**src/rtl/conv_encoder.sv**
```systemverilog
`default_nettype none
// ============================================================================
// Module   : conv_encoder
// Brief    : Rate-1/2, K=3 convolutional encoder framer. Serializes one message
//            MSB-first and appends two zero tail bits, so every frame ends in state 00.
// Revision : 1.0
// ============================================================================
module conv_encoder #(
  parameter int         data_width = 2,
  parameter int         seq_width  = 10,
  parameter logic [2:0] G0         = 3'b111,
  parameter logic [2:0] G1         = 3'b101
) (
  input  logic                  clk,
  input  logic                  reset,
  input  logic                  msg_valid,
  input  logic [seq_width-1:0]  msg_data,
  output logic                  msg_ready,
  output logic [data_width-1:0] sym_out,
  output logic                  sym_valid,
  input  logic                  sym_ready,
  output logic                  sym_last,
  output logic                  busy,
  output logic [1:0]            enc_state
);

  localparam int c_cnt_w = $clog2(seq_width + 2);
  localparam logic [c_cnt_w-1:0] c_last_data = c_cnt_w'(seq_width - 1);
  localparam logic [c_cnt_w-1:0] c_last_tail = c_cnt_w'(seq_width + 1);

  typedef enum logic [1:0] {
    S_IDLE   = 2'd0,
    S_ENCODE = 2'd1,
    S_TAIL   = 2'd2
  } state_t;

  state_t               r_state;
  state_t               w_state_next;
  logic [seq_width-1:0] r_msg;
  logic [1:0]           r_enc;
  logic [c_cnt_w-1:0]   r_cnt;

  logic       w_active;
  logic       w_u;
  logic       w_shift;
  logic [2:0] w_taps;

  assign w_active = (r_state == S_ENCODE) || (r_state == S_TAIL);
  // Tail symbols feed zeros to flush the register back to 00.
  assign w_u      = (r_state == S_ENCODE) ? r_msg[seq_width-1] : 1'b0;
  assign w_taps   = {w_u, r_enc};
  assign w_shift  = w_active && sym_ready;

  always_comb begin
    w_state_next = r_state;
    case (r_state)
      S_IDLE:   if (msg_valid) w_state_next = S_ENCODE;
      S_ENCODE: if (sym_ready && (r_cnt == c_last_data)) w_state_next = S_TAIL;
      S_TAIL:   if (sym_ready && (r_cnt == c_last_tail)) w_state_next = S_IDLE;
      default:  w_state_next = S_IDLE;
    endcase
  end

  always_ff @(posedge clk or negedge reset) begin
    if (!reset) begin
      r_state <= S_IDLE;
      r_msg   <= '0;
      r_enc   <= 2'b00;
      r_cnt   <= '0;
    end else begin
      r_state <= w_state_next;
      if ((r_state == S_IDLE) && msg_valid) begin
        r_msg <= msg_data;
        r_enc <= 2'b00;
        r_cnt <= '0;
      end else if (w_shift) begin
        r_enc <= {w_u, r_enc[1]};
        r_msg <= r_msg << 1;
        r_cnt <= r_cnt + c_cnt_w'(1);
      end
    end
  end

  assign sym_out   = w_active ? {^(w_taps & G0), ^(w_taps & G1)} : '0;
  assign sym_valid = w_active;
  assign sym_last  = (r_state == S_TAIL) && (r_cnt == c_last_tail);
  assign msg_ready = (r_state == S_IDLE);
  assign busy      = w_active;
  assign enc_state = r_enc;

endmodule
`default_nettype wire

```
**config.mk**
```make
export PLATFORM = sky130hd
export DESIGN_NAME = conv_encoder
export DESIGN_NICKNAME = d
export VERILOG_FILES = /design/src/rtl/conv_encoder.sv
export SDC_FILE = /design/constraint.sdc
export NUM_CORES = 1
export LEC_CHECK = 0
export CAP_MARGIN = 25
export CORE_ASPECT_RATIO = 1.1
export CORE_MARGIN = 5
export CORE_UTILIZATION = 48
export CTS_CLUSTER_SIZE = 25
export DETAILED_ROUTE_END_ITERATION = 6
export PLACE_DENSITY_LB_ADDON = 0.2
export SLEW_MARGIN = 25
export SYNTH_ARGS = -nofsm -noshare
export SYNTH_HDL_FRONTEND = slang
export SYNTH_SLANG_ARGS = --single-unit
```
**constraint.sdc**
```tcl
create_clock -name clk -period 2.3 [get_ports clk]
set_clock_uncertainty 0.05 [all_clocks]
set_input_delay 0.46 -clock clk [delete_from_list [all_inputs] [get_ports clk]]
set_output_delay 0.46 -clock clk [all_outputs]
set_load 0.05 [all_outputs]
```
[Yosys cells after proc, flatten, opt, wreduce, memory -nomap -nowiden]
Index checks and enable logic that the tools add are counted.
Word-level totals
  input port bits: 14
  register bits after elaboration: 18
  logic and storage cells: 35
Cells by class
  muxes and demuxes: 12
  $add $sub $neg: 1
  equal/unequal tests: 7
  reduce and logical (&&, ||, !) cells: 11
Operators by type and width (count)
  $mux 10: 2
  $mux 2: 6
  $eq 4x4->1 const B: 2
  $mux 4: 2
  $pmux 2 s3: 1
  $reduce_xor 3->1: 2
  $logic_and 1x1->1: 5
  $add 4x1->4 const B: 1
  $ne 2x1->1 const B: 2
  $reduce_and 3->1: 1
  $eq 2x1->1 const B: 1
  $eq 2x2->1 const B: 1
  $logic_not 2->1: 1
  $ne 2x2->1 const B: 1
  $reduce_bool 2->1: 1
  $logic_or 1x1->1: 1
  $mux 1: 1

[Depth between registers and ports, before layout]
  word-level depth: 5
  gate-level depth with buffers: 7
  gate-level depth less buffers: 5

[Worst setup path after synthesis]
OpenSTA, ideal clock, no wires.
  path kind: flip-flop to output port
  from: reg r_state[0]
  to: out sym_out[0]
  arrival time: 1.863 ns
  required time: 1.790 ns
  setup slack: -0.073 ns
  cell stages (with the launch flop): 4
  path buffers: 0
  path through: dfrtp_1 -> inv_1 -> ha_1 -> nor2b_1
Between the ends
  elaborated cells between the ends (all ways): 6
  classes of those cells: 2 x eq/ne; 2 x mux; 2 x reduce/logical
RTL lines
  start: declaration: line 37  | state_t r_state;
  start signal: assignment: line 71  | r_state <= w_state_next;
  $eq 2x1->1 / $eq 2x2->1 (equally long branches): line 48  | assign w_active = (r_state == S_ENCODE) || (r_state == S_TAIL);
  $logic_or 1x1->1 (*): line 48
  net busy: line 23  | output logic busy,
  $mux 2 (*): line 84  | assign sym_out = w_active ? {^(w_taps & G0), ^(w_taps & G1)} : '0;
  end: declaration: line 19  | output logic [data_width-1:0] sym_out,
The timed path passes the listed nets; every way through them passes the cells marked *.

[Final worst setup path]
  from: reg r_state[1]
  to: out sym_out[1]
Between the ends
  cells in the longest elaborated chain, start to end: 4
  elaborated cells between the ends (all ways): 6
  classes of those cells: 2 x eq/ne; 2 x mux; 2 x reduce/logical
RTL lines
  $eq 2x1->1: line 48, 50
  $mux 1: line 50  | assign w_u = (r_state == S_ENCODE) ? r_msg[seq_width-1] : 1'b0;
  $reduce_xor 3->1: line 84
  $mux 2 (*): line 84
Mark *: on every way between the ends. The rest lies on a longest branch, timed or not.

==> impl_results.md <==
- Status: complete, no violations
- TritonRoute pass-1 iters: 5
- Hold slack: 0.426 ns
- Busiest grt layer: met2
- Clock H-tree levels: 1
- Unrepaired setup endpoints after global routing: false
- Worst Hold Class: input port to asynchronous set/reset pin
- PwrDens: 1180 mW/mm2
- Worst Path Required: roughly 1.8 ns
- CTS root buffer: clkbuf_4
- Leakage: 0.589 nW
- Final instance area: 0.00129 mm2
- Most common cell after layout, fill and taps aside: dfrtp_1
- Syn Inst Count: 96
- Die area: 0.00305 mm2
- Normalized max-slew margin: roughly two thirds
- Largest family of logic cells by synthesized area: simple AND/OR/NAND/NOR gates
- Clock power frac: 12.4%
- Sequential area share after synthesis: 45.9%
- Met1 Track Usage GR: 16.2%
- Clock Pin Slew Worst Setup and Hold Paths: 0.10 ns
- Synth Net Count: 116
- Setup CP Type: flip-flop to output port
- I/O pin count: 22
- Gr usage total: 12.9%
- Port bufs: 21
- Reg-to-reg slack, setup: between 0.5 and 0.6 ns
- Post-CTS resize count: 2
- Vias in the first global route: 710
- Met2 Usage GRT: 20.9%
- Core area: 0.00198 mm2
- Post-route minimum period: 2.19 ns
- DR DRC count: 0
- Clock Latency Late Sink: 0.29 ns
- Worst slew pin tran: 0.493 ns
- Clock sink total: 18
- #FFs+latches synth: 18
- Final setup fails: 0
- Initial antenna violation count: 0
- Hold Vio Cnt, Final: 0
- Synth Area in Simple Gates: between 10% and 20%
- P&R area growth vs syn: 31.9%
- Distinct cells, synth: 26
- Total grt overflow: 0
- VDD IR max: 0.765 mV
- ANT cells: 0
- Vias per cell: 5.06
- Syn avg cell area: between 10 and 15 um2
- Comb power frac: 53.7%
- CP max FO: 4
- FMAX: 457 MHz
- Synth Area in Adders: 7.65%
- Global-route wire length before repair: 2.97 mm
- Initial core utilization: 49.6%
- HPWL Detailed: between 1 and 1.5 mm
- Largest net degree at the start of global routing: 27
- CTS tree: built
- Sw frac: between 40% and 50%
- CTS Buf Count: 3
- Vias: 744
- Mux share of post-synthesis cell area: 10.3%
- Syn. warnings: 0
- Rows: 17
- XOR/XNOR Fraction of Synth Area: 4.97%
- RePlAce Congestion: between 0.7 and 0.8
- Clock tree buffer depth: 2
- Arrival @ worst endpoint: 1.68 ns
- Setup Fix Bufs, Post-CTS: 0
- Total power: around 1.5 mW
- Synthesized area: 981 um2
- Placed Area: 0.00125 mm2
- Pins Over Slew Limit: 0
- First-iteration detailed-routing DRC count: 5
- Net Sw Power: 630 uW
- Internal power: 896 uW
- CP Launch Type: flip-flop
- DIE WIDTH: ~53 um
- Die Y: about 57 um
- M3 GR Usage: 1.57%
- Sum of negative setup slack: 0 ns
- Max_cap viols: 0
- CP Capture Type: output port
- Final WL: 1.73 mm
- Layout cell share with drive strength beyond 1: 19.3%
- Avg WL per Cell: 11.8 um
- Reg power frac: 33.9%
- # nets final: 140
- Tcrit/Tclk final: 95.1%
- Final ANT Viol Nets: 0
- Synth Area in Compound Gates: 11.5%
- Fillers: 178
- # hold bufs at CTS: 0
- Commonest non-fill, non-tap cells in the layout: dfrtp_1, clkdlybuf4s50_1, nand2_1
-- metal layers --
layer  vias up  routed length [um]
met5         -                   0
met4         0                  42
met3         4                  86
met2        18                 834
met1       346                 769
li1        376                   -
-- through the flow --
step	std cells	worst slack, ns	util, %
finish	147	0.113	65.4
global route	147	0.0376	65.4
CTS	147	0.0475	65.4
detailed placement	143	0.224	63.3
global placement	143	0.249	63.3
floorplan	96	0.143	-
-- registers in the layout, indices dropped and copies added (netlist names) --
name	count
enc_state	2
r_state	2
r_cnt	4
r_msg	10
-- worst max-delay path, cell delays in order, from the launching register on --
cell,delay (ns)
dfrtp_1,0.40
inv_2,0.09
ha_2,0.21
and2_4,0.17
xnor3_1,0.22
nor2b_2,0.16
buf_12,0.15
-- cells by family (layout without fill, tap and decap cells) --
family                     count (synthesis)  count (layout)
xor gates and xnor gates                   4               4
and+or+nand+nor                           31              31
muxes                                     10              10
adders and majority gates                  6               6
AOI/OAI and AO/OA                         19              19
buffers and inverters                      8              31
DFF                                       18              18
-- power groups by stage --
stage,Sequential (mW),Clock (mW),Combinational [mW]
floorplan,0.537,0,0.562
global placement,0.521,0,0.807
detailed placement,0.527,0,0.822
CTS,0.521,0.195,0.833
global route,0.536,0.214,0.890
finish,0.518,0.189,0.820
-- final timing paths --
check / cells past startpoint / startpoint / end
hold / removal: 2 / reset / r_msg[3]
setup reg to reg: 5 / r_state[0] / r_cnt[3]
hold reg to reg: 2 / r_msg[0] / r_msg[0]
max in group asynchronous: 2 / reset / r_state[0]
setup / recovery: 6 / r_state[1] / sym_out[1]
min in group clk: 2 / r_msg[0] / r_msg[0]
-- area by class of cell --
cell class | count | area (um2) | area share, %
Sequential cell | 18 | 450 | 34.8
Clock buffer | 4 | 36.3 | 2.80
Tap cell | 28 | 35.0 | 2.71
Timing Repair Buffer | 24 | 255 | 19.7
Inverter | 3 | 11.3 | 0.870
Multi-Input combinational cell | 70 | 505 | 39.1
-- cell usage after synthesis, drive strengths merged --
cell type  number  area (um2)
a211o           1        10.0
a211oi          1        7.51
a21oi           5        25.0
a221oi          1        15.0
and2            2        12.5
and4b           1        10.0
buf             2        12.5
clkbuf          3        11.3
dfrtp          18         450
ha              6        75.1
inv             3        11.3
mux2            1        11.3
mux2i           9        90.1
nand2          15        58.8
nand3           4        20.0
nand4b          2        17.5
nor2            2        7.51
nor2b           3        18.8
o21ai          11        55.1
or2             1        6.26
or3             1        6.26
xnor2           1        8.76
xnor3           1        22.5
xor2            2        17.5
No activity file was read; power rests on OpenSTA's default activity.
